==> src/rtl/intc_pkg.sv <==
// Shared definitions for the interrupt arbiter: register map and FSM state encoding.
package intc_pkg;

    localparam logic [1:0] INTC_MASK   = 2'd0;
    localparam logic [1:0] INTC_PEND   = 2'd1;
    localparam logic [1:0] INTC_ACTIVE = 2'd2;

    typedef enum logic [1:0] {
        IDLE    = 2'd0,
        ASSERT  = 2'd1,
        SERVICE = 2'd2
    } intc_state_t;

endpackage

==> src/rtl/intc_prio_enc.sv <==
// Combinational priority encoder: the first set bit of `in` at or after `start` wins,
// wrapping modulo NUM_SRC.
module intc_prio_enc #(
    parameter int unsigned NUM_SRC = 8,
    parameter int unsigned ID_W    = 3
) (
    input  logic [NUM_SRC-1:0] in,
    input  logic [ID_W-1:0]    start,
    output logic [ID_W-1:0]    out_id,
    output logic               any
);

    logic [NUM_SRC-1:0] rot;
    logic [NUM_SRC-1:0] probe;
    int unsigned        pos;

    always_comb begin
        out_id = '0;
        any    = 1'b0;
        probe  = '0;
        pos    = 0;
        // Rotate so that bit 0 of rot corresponds to source `start`.
        rot = (in >> start) | (in << (NUM_SRC - 32'(start)));
        for (int unsigned i = 0; i < NUM_SRC; i++) begin
            probe = rot >> i;
            if (!any && probe[0]) begin
                any = 1'b1;
                pos = 32'(start) + i;
                if (pos >= NUM_SRC) begin
                    pos = pos - NUM_SRC;
                end
                out_id = ID_W'(pos);
            end
        end
    end

endmodule

==> src/rtl/interrupt_arbiter.sv <==
// Interrupt arbiter: edge-latched pending, mask, single-winner assert/taken/service/eret sequencing.
// Define ROUND_ROBIN_EN for rotating priority; otherwise fixed priority (lowest index wins).
module interrupt_arbiter
    import intc_pkg::*;
#(
    parameter int unsigned NUM_SRC = 8,
    parameter int unsigned ID_W    = 3
) (
    input  logic               clock,
    input  logic               reset,
    input  logic [NUM_SRC-1:0] req,
    input  logic               wr_en,
    input  logic [1:0]         addr,
    input  logic [31:0]        wr_data,
    output logic [31:0]        rd_data,
    input  logic               taken,
    input  logic               eret,
    output logic               irq,
    output logic [ID_W-1:0]    irq_id
);

    intc_state_t        state_q, state_d;
    logic [NUM_SRC-1:0] mask_q, mask_d;
    logic [NUM_SRC-1:0] pend_q, pend_d;
    logic [NUM_SRC-1:0] req_q;
    logic [ID_W-1:0]    id_q, id_d;
    logic [NUM_SRC-1:0] eligible;
    logic [NUM_SRC-1:0] clr;
    logic [ID_W-1:0]    win_id;
    logic               win_any;
    logic [ID_W-1:0]    enc_start;
    logic               accept;
    logic               unused_wr;

    assign unused_wr = ^wr_data;
    assign eligible  = pend_q & mask_q;
    assign accept    = (state_q == ASSERT) && taken;

    intc_prio_enc #(
        .NUM_SRC(NUM_SRC),
        .ID_W   (ID_W)
    ) u_prio_enc (
        .in    (eligible),
        .start (enc_start),
        .out_id(win_id),
        .any   (win_any)
    );

`ifdef ROUND_ROBIN_EN
    logic [ID_W-1:0] last_q;

    always_ff @(posedge clock or negedge reset) begin
        if (!reset) begin
            last_q <= ID_W'(NUM_SRC - 1);
        end else if (accept) begin
            last_q <= id_q;
        end
    end

    assign enc_start = (last_q == ID_W'(NUM_SRC - 1)) ? '0 : last_q + 1'b1;
`else
    assign enc_start = '0;
`endif

    always_comb begin
        clr = '0;
        if (wr_en && addr == INTC_PEND) begin
            clr = wr_data[NUM_SRC-1:0];
        end
        if (accept) begin
            clr = clr | (NUM_SRC'(1) << id_q);
        end
        // New edges are applied after the clear so a same-cycle set survives.
        pend_d = (pend_q & ~clr) | (req & ~req_q);
        mask_d = (wr_en && addr == INTC_MASK) ? wr_data[NUM_SRC-1:0] : mask_q;
    end

    always_comb begin
        state_d = state_q;
        id_d    = id_q;
        unique case (state_q)
            IDLE: begin
                if (win_any) begin
                    id_d    = win_id;
                    state_d = ASSERT;
                end
            end
            ASSERT: begin
                if (taken) begin
                    state_d = SERVICE;
                end else if (!eligible[id_q]) begin
                    state_d = IDLE;
                end
            end
            SERVICE: begin
                if (eret) begin
                    state_d = IDLE;
                end
            end
            default: state_d = IDLE;
        endcase
    end

    always_ff @(posedge clock or negedge reset) begin
        if (!reset) begin
            state_q <= IDLE;
            mask_q  <= '0;
            pend_q  <= '0;
            req_q   <= '0;
            id_q    <= '0;
        end else begin
            state_q <= state_d;
            mask_q  <= mask_d;
            pend_q  <= pend_d;
            req_q   <= req;
            id_q    <= id_d;
        end
    end

    assign irq    = (state_q == ASSERT);
    assign irq_id = id_q;

    always_comb begin
        rd_data = '0;
        unique case (addr)
            INTC_MASK:   rd_data[NUM_SRC-1:0] = mask_q;
            INTC_PEND:   rd_data[NUM_SRC-1:0] = pend_q;
            INTC_ACTIVE: begin
                rd_data[31]       = (state_q == SERVICE);
                rd_data[ID_W-1:0] = id_q;
            end
            default:     rd_data = '0;
        endcase
    end

endmodule

==> config.mk <==
export PLATFORM = sky130hd
export DESIGN_NAME = interrupt_arbiter
export DESIGN_NICKNAME = d
export VERILOG_FILES = /design/src/rtl/intc_pkg.sv /design/src/rtl/intc_prio_enc.sv /design/src/rtl/interrupt_arbiter.sv
export SDC_FILE = /design/constraint.sdc
export NUM_CORES = 1
export LEC_CHECK = 0
export BUFFER_PORTS_ARGS = -buffer_cell sky130_fd_sc_hd__buf_2
export CAP_MARGIN = 25
export CORE_ASPECT_RATIO = 0.6
export CORE_MARGIN = 3
export CORE_UTILIZATION = 40
export DETAILED_ROUTE_END_ITERATION = 10
export GPL_TIMING_DRIVEN = 0
export PLACE_DENSITY = 0.81
export SKIP_LAST_GASP = 1
export SLEW_MARGIN = 20
export SYNTH_ARGS = -nofsm -noshare
export SYNTH_HDL_FRONTEND = slang
export SYNTH_SLANG_ARGS = --single-unit
export TNS_END_PERCENT = 20
==> constraint.sdc <==
create_clock -name clock -period 3.46 [get_ports clock]
set_input_delay 0.519 -clock clock [delete_from_list [all_inputs] [get_ports clock]]
set_output_delay 0.519 -clock clock [all_outputs]
set_load 0.005 [all_outputs]
# Word level (Yosys, flattened, before mapping)

Index checks and enable logic that the tools add are counted.

Flip-flop bits (word level): 29
Bits of input ports: 47
Output and inout port bits: 36
Word-level logic and storage cells: 69

Order comparisons: 1
Equal/unequal tests: 7
Shift operators: 1
Mux-type cells: 27
Bitwise logic cells: 7
Reduce and logical (&&, ||, !) cells: 21

Operators with widths:

| kind                | count |
|---|---|
| $and 8x8->8         | 3 |
| $mux 3              | 6 |
| $mux 8              | 2 |
| $not 8->8           | 2 |
| $or 8x8->8          | 2 |
| $mux 1              | 11 |
| $logic_and 1x1->1   | 10 |
| $pmux 5 s2          | 1 |
| $pmux 3 s3          | 1 |
| $mux 2              | 4 |
| $shl 1x3->8 const A | 1 |
| $logic_not 1->1     | 7 |
| $pmux 2 s3          | 1 |
| $eq 2x1->1 const B  | 2 |
| $eq 2x2->1 const B  | 2 |
| $logic_not 2->1     | 2 |
| $lt 3x4->1 const B  | 1 |
| $bmux 1 s3          | 1 |
| $ne 3x3->1 const B  | 1 |
| $reduce_and 3->1    | 1 |
| $ne 2x1->1 const B  | 1 |
| $ne 2x2->1 const B  | 1 |
| $reduce_and 2->1    | 1 |

# Depth between registers and ports, before layout

Gate-level depths: netlist of run 1.

Depth in word-level cells: 25
Gate-level depth with buffers: 5
Depth with buffers taken out: 4

# By module

From an unflattened synthesis of run 1, not the netlist that was laid out.

Cells, all modules: 272
Area total of the unflattened synthesis: 2608.8 µm²

By module, submodules not included:

| module            | times used | cells an instance | area an instance (µm²) | sequential area each (µm²) |
|---|---|---|---|---|
| interrupt_arbiter | 1          | 149               | 1602.8                 | 725.7 |
| intc_prio_enc     | 1          | 123               | 1006.0                 | 0.0 |

# Worst setup path after synthesis of run 1

Ideal clock, no wire load.

Kind: input to output
From: in addr[1]
To: out rd_data[31]
Arrival time: 1197 ps
Data required time: 2941 ps
Setup slack: 1744 ps
Cell stages on the path: 3
Buffers on the path: 1
Cell sequence: clkbuf_1 -> nor2b_1 -> and3_1

Word-level cells in the longest chain between the ends: 2

RTL lines:

| item               | line                     | RTL |
|---|---|---|
| start: declaration | interrupt_arbiter.sv:13  | `input logic [1:0] addr,` |
| $eq 2x2->1         | interrupt_arbiter.sv:125 | `unique case (addr)` |
| $mux 1             | interrupt_arbiter.sv:125 |  |
| end: declaration   | interrupt_arbiter.sv:15  | `output logic [31:0] rd_data,` |

Every way passes these cells.

# Worst setup path after layout of run 1

From: in addr[1]
To: out rd_data[1]

Word-level cells in the longest chain between the ends: 2
Elaborated cells on any way between the ends: 4
Classes of those cells: 2 x eq/ne; 1 x mux; 1 x reduce/logical

RTL lines:

| item                               | line |
|---|---|
| $eq 2x2->1 (tied with other cells) | interrupt_arbiter.sv:125 |
| $pmux 3 s3 (*)                     | interrupt_arbiter.sv:125 |

Mark *: on every way between the ends. The rest lies on a longest branch, timed or not.

==> flow_summary.toml, run 1 <==
[logic_synthesis]
synthFlopType = "dfrtp_1"
synthCells = 163
synth_area_leaders = "dfrtp_1 45%, buf_4 11%, mux2_2 6.3%"
synth_edf_count = 0
syn_avg_cell_area_sq_um = 9.948
synth_top_area_share_pct = 44.75
yosysWarnings = 0
synth_area_leader_cell = "dfrtp_1"
yosysUniqueCellTypes = 29
synth_most_common_cell = "dfrtp_1"
synth_area_sq_um = 1622
synthArstFlopShare_pct = 100.0
synth.yosys.seq_area_share_pct = 44.75
ys_ff_latch = 29
synth_commonest_cells = "29 x dfrtp_1, 24 x nand2_1, 23 x buf_4"

[finish]
drive_gt1_share_pct = 34.65
final_nets = 274
area_growth_pct = 24.61
diodes = 0

[sta]
finalSetupViolCount = 0
slew_headroom_pct = 51.26
hold_ws_ps = 270.1
setup_tns_ps = 0
drv_slew = 0
skew_ps = 8.500
worst_pin_slew_ps = 727.9
timing.final.crit_share_pct = 65.10
grt_setup_unrepaired = "false"
fin_crit_ps = 2253
fmax_ghz = 0.4439
hold_violations = 0

[setup_path]
slowest_stage = "nor2b_1"
end_kind = "primary output"
r2r_slack_ps = 1820
required_ps = 2940
critPathMaxFanout = 10
cpPeakStageDelay_ps = 420
cp_cell_sequence = "buf_2 -> clkbuf_1 -> nor2b_1 -> nand2_1 -> o21ai_0 -> buf_2"
cp-startpoint = "addr[1]"
start_kind = "input port"
arrival_ps = 1730
reg2reg_from = "irq_id[1]"
r2r-end = "state_q[0]"
crit_path_frequent_cell = "buf_2"
crit_type = "input port to primary output"
reg2regPathDepth = 4
crit_end = "rd_data[1]"

[clock_network]
postCtsHoldBufs = 0
clkLatencyLatePin_ps = 290
cts_buffers = 5
cts.repair.resized = 0
htreeDepth = 2
cts_sinks = 29
cts_root_buf = "clkbuf_8"
clk_pin_slew_worst_paths_ps = 70
cts.path.max_buffers = 2
cts_setup_buffers = 0
cts_tree = "built"

[die]
start_util_pct = 42.83
dieArea_sq_um = 4879
fp.dieH_um = 55.32
fp.dieW_um = 88.20
fp-row-count = 17
coreArea_sq_um = 3786
io_pins = 83

[run_status]
status = "finished clean"

[placed_design]
dp_hpwl_mm = 2.850
gp_congestion = 0.8834
portBuffers = 35

[detailed_routing]
num_vias = 1280
ant_nets = 0
firstDrtPassIters = 6
viasPerCell = 4.655
drc = 0
routedWlPerCell_um = 13.40
drtIter0Drc = 75
drt-total-wl_mm = 3.684

[grt]
grt_usage_pct = 15.96
grt_pass1_wl_mm = 5.934
grt-ovfl-total = 0
antenna_found_initial = 0
grt_pass1_vias = 1196
grt_max_degree = 30

[worst_hold_path]
hp-class = "input port to asynchronous set/reset pin"

[flow_run]
cap_violations = 0

[power]
p_leak_uw = 0.001026
power_density_nw_per_um2 = 599.7
ir_worst_vdd_mv = 0.2179
## final cells by class
cell class                 instances  area [sq um]
multi-input combinational        119         744.5
clock inverter                     2         10.01
fill                             362          1765
sequential                        29         725.7
timing repair buffer              35         175.2
buffer                            28         200.2
tap                               47         58.81
inverter                           9         33.78
clock buffer                       6         72.57
## state kept, by name, indices dropped and copies added (netlist names)
signal   cells
pend_q       8
irq_id       3
state_q      2
mask_q       8
req_q        8
## routing by layer
metal | track usage (%) | wire length (um) | up-vias
li1 | - | - | 642
met1 | 25.49 | 1897 | 586
met2 | 19.60 | 1433 | 47
met3 | 5.663 | 313 | 5
met4 | 4.526 | 40 | 0
met5 | 0 | 0 | -
## where the power goes
group          internal [uW]  total (uW)  switching, uW
sequential               417         495           77.8
clock                    139         270            131
combinational            218         447            230
total                    773        1210            439
## cells in the final DEF, fill, tap and decap left out, types with 2 or more instances in the layout
cell,n
nor2_1,6
o311ai_0,2
a22oi_1,3
clkbuf_8,5
mux4_1,2
nand3_1,4
inv_1,9
buf_2,36
clkinv_2,2
mux2i_1,8
nor2b_1,2
nand2b_1,2
a21oi_1,5
nand3b_1,2
o211ai_1,6
clkbuf_1,4
dfrtp_1,29
o21ai_0,13
buf_4,23
mux2_2,9
nand2_1,24
conb_1,23
## per-stage QoR
| step | cell area (sq um) | setup slack, ps | total power (uW) | instances | utilization [%] |
|---|---|---|---|---|---|
| after global routing | 2021 | 1143 | 1303 | 275 | 53.37 |
| after floorplan | 1704 | 1744 | 791.1 | 185 | - |
| final | 2021 | 1207 | 1212 | 275 | 53.37 |
| after CTS | 2021 | 1265 | 1214 | 275 | 53.37 |
| after global placement | 1938 | 1243 | 933.6 | 267 | 51.19 |
| after detailed placement | 1938 | 1270 | 943.1 | 267 | 51.19 |
## worst min-delay path by stage
| stage | start | endpoint | depth (start not counted) | slack [ps] |
|---|---|---|---|---|
| 6_report | reset | mask_q[4] | 1 | 270 |
| 5_1_grt | reset | mask_q[4] | 1 | 310 |
| 2_1_floorplan | reset | irq_id[0] | 0 | 220 |
| 3_3_place_gp | req_q[0] | pend_q[0] | 1 | 400 |
| 4_1_cts | reset | mask_q[4] | 1 | 290 |
| 3_5_place_dp | req_q[3] | pend_q[3] | 1 | 410 |
## kinds of logic (layout without fill, tap and decap cells)
logic type	after synthesis	count (layout)	synth area share, %
simple gates	45	45	13.19
flops	29	29	44.75
mux	19	19	14.43
other cells	1	23	0.2313
compound gates	32	32	12.96
buf+inv	37	80	14.43
## critical path, delay by kind of cell
kind | cells | cell delay (ps)
AND/OR/NAND/NOR | 2 | 510
buffers and inverters | 3 | 600
AO/OA/AOI/OAI | 1 | 110
No activity file was read; power rests on OpenSTA's default activity.
==> inputs of run 2 (changes only) <==
Settings changed: PLACE_DENSITY 0.81 to 0.84.
Clock period 3.46 ns to 2.04 ns, I/O delays scaled along.
==> flow_summary.toml, run 2 (synthesis results as in run 1) <==
[clock_network]
cts_buffers = 5
cts.repair.resized = 0
clkLatencyLatePin_ps = 280
cts_root_buf = "clkbuf_8"
htreeDepth = 2
postCtsHoldBufs = 0
cts_sinks = 29
clk_pin_slew_worst_paths_ps = 60
cts_tree = "built"
cts_setup_buffers = 0
cts.path.max_buffers = 2

[die]
dieArea_sq_um = 4879
coreArea_sq_um = 3786
fp.dieW_um = 88.20
start_util_pct = 42.83
fp.dieH_um = 55.32
fp-row-count = 17
io_pins = 83

[grt]
grt_pass1_wl_mm = 6.203
antenna_found_initial = 0
grt_pass1_vias = 1239
use_met2_pct = 21.51
grt_usage_pct = 16.73
grt_util_met3_pct = 6.259
grt_busiest_layer = "met1"
met1_usage_pct = 25.40
grt_max_degree = 30
grt-ovfl-total = 0

[finish]
drive_gt1_share_pct = 34.36
reg_top3 = "mask_q: 8 flops, pend_q: 8 flops, req_q: 8 flops"
diodes = 0
fin_cells = 274
fill_cells = 362
final_common_cell = "buf_2"
seqCellArea_sq_um = 725.7
area_growth_pct = 24.85
final_nets = 274
final_cell_mix = "36 x buf_2, 29 x dfrtp_1, 24 x nand2_1"
multiInputGateArea_sq_um = 744.5

[placed_design]
dp_hpwl_mm = 3.013
portBuffers = 35
gp_congestion = 0.8730
dp_cells = 267
place_ws_ps = 166.4

[setup_path]
crit_type = "input port to primary output"
required_ps = 1730
cp_cell_sequence = "buf_2 -> clkbuf_1 -> nor2b_1 -> nand2_1 -> o21ai_0 -> buf_2"
arrival_ps = 1550
cpPeakStageDelay_ps = 410
start_kind = "input port"
path_delay_family = "buffers and inverters"
critPathMaxFanout = 10
path_buf_inv = 3
slowest_stage = "nor2b_1"
crit_path_frequent_cell = "buf_2"
end_kind = "primary output"

[sta]
hold_ws_ps = 50.48
worst_slack_ps = 186.0
fmax_ghz = 0.5394
drv_slew = 0
hold_violations = 0
setup_tns_ps = 0
skew_ps = 3.210
grt_setup_unrepaired = "false"
fin_crit_ps = 1854
finalSetupViolCount = 0
worst_pin_slew_ps = 717.4
slew_headroom_pct = 51.96
timing.final.crit_share_pct = 90.88

[detailed_routing]
firstDrtPassIters = 4
drtIter0Drc = 80
viasPerCell = 4.752
drc = 0
num_vias = 1302
ant_nets = 0
drt-total-wl_mm = 3.819
routedWlPerCell_um = 13.94

[run_status]
status = "finished clean"

[worst_hold_path]
hp-class = "input port to asynchronous set/reset pin"

[flow_run]
cap_violations = 0

[power]
power_density_nw_per_um2 = 1021
p_leak_uw = 0.001025
power_uw = 2066
ir_worst_vdd_mv = 0.3668
-- run 2: cell count changes in the layout (fill, tap and decap cells not counted), sizes merged --
cell    before  now
clkbuf       9   10
clkinv       2    0
-- run 2: final timing paths --
kind                                start    endpoint  slack (ps)  cells past startpoint
worst max-delay path              addr[1]  rd_data[1]         190                      6
worst min-delay path                reset    req_q[2]          50                      1
worst max register to register  irq_id[0]  state_q[0]         390                      4
worst min register to register   req_q[4]   pend_q[4]         420                      1
max in group asynchronous           reset   pend_q[6]        1560                      1
min in group clock                 req[0]    req_q[0]         140                      1
-- run 2: metal layers --
| layer | share of wire, % | wire length, um |
|---|---|---|
| met5 | 0 | 0 |
| met4 | 1.2 | 44 |
| met3 | 9.1 | 349 |
| met2 | 42 | 1590 |
| met1 | 48 | 1835 |
-- run 2: layout make-up --
type | instances | area share, %
well taps | 47 | 2.905
plain buffers | 28 | 9.889
clock buffers | 7 | 4.265
repair buffers | 35 | 8.653
multi-input cells | 119 | 36.77
flip-flops and latches | 29 | 35.85
inverters | 9 | 1.669
-- run 2: worst register-to-register path: stages (launching register included) --
cell,delay [ps]
dfrtp_1,350
buf_6,140
mux4_1,590
mux2_2,290
o41ai_2,180
-- run 2: power by group --
part / leakage, uW / internal (uW) / switching [uW]
Clock: 0.0000443 / 267 / 202
Combinational: 0.000652 / 369 / 391
Sequential: 0.000329 / 707 / 130
Total: 0.00103 / 1340 / 723
-- run 2: stage by stage --
step | util [%] | area (sq um)
floorplan | - | 1704
global placement | 51.19 | 1938
detailed placement | 51.19 | 1938
CTS | 53.47 | 2024
global route | 53.47 | 2024
finish | 53.47 | 2024
==> inputs of run 3 (changes only) <==
Clock period 2.04 ns to 1.6 ns, I/O delays scaled along.
==> flow_summary.toml, run 3 (synthesis results as in run 1) <==
[placed_design]
portBuffers = 35
dp_hpwl_mm = 3.013
dp_cells = 267
gp_congestion = 0.8730

[detailed_routing]
num_vias = 1308
routedWlPerCell_um = 13.93
drc = 0
viasPerCell = 4.774
drtIter0Drc = 76
ant_nets = 0
firstDrtPassIters = 4
drt-total-wl_mm = 3.818

[worst_hold_path]
hp-class = "input port to asynchronous set/reset pin"

[sta]
skew_ps = 3.480
hold_violations = 29
slew_headroom_pct = 50.50
timing.final.crit_share_pct = 97.53
fmax_ghz = 0.6408
hold_ws_ps = -19.98
grt_setup_unrepaired = "true"
fin_crit_ps = 1561
finalSetupViolCount = 0
worst_pin_slew_ps = 739.2
drv_slew = 0

[setup_path]
cpPeakStageDelay_ps = 510
path_delay_family = "multiplexers"
cp-startpoint = "irq_id[0]"
crit_type = "flop to flop"
cp_cell_sequence = "buf_6 -> mux4_2 -> mux2_2 -> o41ai_2"
critPathMaxFanout = 5
required_ps = 1780
end_kind = "flop"
path_buf_inv = 1
start_kind = "flop"
reg2reg_from = "irq_id[0]"
arrival_ps = 1740
slowest_stage = "mux4_2"

[power]
p_switching_uw = 936.1
p_leak_uw = 0.001029
power_frac_comb_pct = 36.4
swShare_pct = 34.93
power_density_nw_per_um2 = 1321
clock_power_share_pct = 22.3
intPower_uw = 1744
ir_worst_vdd_mv = 0.4780
seqPwrFrac_pct = 41.3

[clock_network]
clk_pin_slew_worst_paths_ps = 60
cts_root_buf = "clkbuf_8"
clkLatencyLatePin_ps = 280
cts.path.max_buffers = 2
cts_sinks = 29
cts_buffers = 5
cts_tree = "built"
postCtsHoldBufs = 0
htreeDepth = 2

[grt]
grt_pass1_vias = 1260
grt_usage_pct = 16.67
antenna_found_initial = 0
grt-ovfl-total = 0
grt_pass1_wl_mm = 6.196
grt_max_degree = 30

[finish]
fill_cells = 361
fin_cells = 274
final_nets = 274
reg_top3 = "mask_q: 8 flops, pend_q: 8 flops, req_q: 8 flops"
final_common_cell = "buf_2"
area_growth_pct = 25.15
final_cell_mix = "36 x buf_2, 29 x dfrtp_1, 25 x buf_4"
multiInputGateArea_sq_um = 742.0
drive_gt1_share_pct = 37.00
final_util_pct = 53.60
diodes = 0
seqCellArea_sq_um = 725.7

[die]
coreArea_sq_um = 3786
fp.dieW_um = 88.20
fp-row-count = 17
dieArea_sq_um = 4879
io_pins = 83
start_util_pct = 42.83
fp.dieH_um = 55.32

[run_status]
status = "complete, but fails checks"
violations = "negative hold slack"

[flow_run]
cap_violations = 0
-- run 3: changes by cell type in the layout (fill, tap and decap cells not counted), sizes merged --
cell,delta
buf,+2
clkbuf,-2
-- run 3: final cells by class --
type                    instances  share of cell area (%)
multi-input cells             119                   36.56
inverters                       9                   1.665
clock buffers                   7                   4.254
well taps                      47                   2.898
flip-flops and latches         29                   35.76
plain buffers                  26                   9.494
repair buffers                 37                   9.371
-- run 3: repair_timing --
item	in CTS	in global routing
hold endpoints to repair	0	0
buffers inserted	0	2
resized for setup	1	4
pin swaps	0	0
endpoints found under the setup margin	5	2
-- run 3: stage by stage --
step	total power (uW)	setup slack, ps	TNS, ps	area (sq um)	hold slack [ps]
finish	2680	39.49	0	2029	-19.98
global route	2875	-35.49	-57.87	2029	30.72
CTS	2648	-48.22	-48.22	2019	9.334
detailed placement	2044	-207.6	-1945	1938	312.5
global placement	2025	-166.6	-1580	1938	295.1
floorplan	1711	49.69	0	1704	-55.59
-- run 3: worst paths after layout --
path	slack, ps	endpoint	cells after the start
max in group asynchronous	1190	pend_q[6]	1
setup / recovery	40	state_q[0]	4
setup reg to reg	40	state_q[0]	4
hold / removal	-20	req_q[2]	1
hold reg to reg	420	pend_q[4]	1
min in group clock	70	req_q[0]	1
-- run 3: per-layer routing --
layer,part of all wire [%],vias to the layer above,GRT usage (%),wire [um]
li1,-,640,-,-
met2,42,57,22.04,1617
met5,0,-,0,0
met4,1.2,0,5.388,44
met3,11,5,6.259,413
met1,46,606,24.74,1744
-- run 3: power groups by stage --
stage / sequential (uW) / clock, uW / combinational [uW]
floorplan: 1040 / 0 / 669
global placement: 1070 / 0 / 955
detailed placement: 1080 / 0 / 968
CTS: 1100 / 617 / 930
global route: 1140 / 650 / 1090
finish: 1110 / 597 / 976
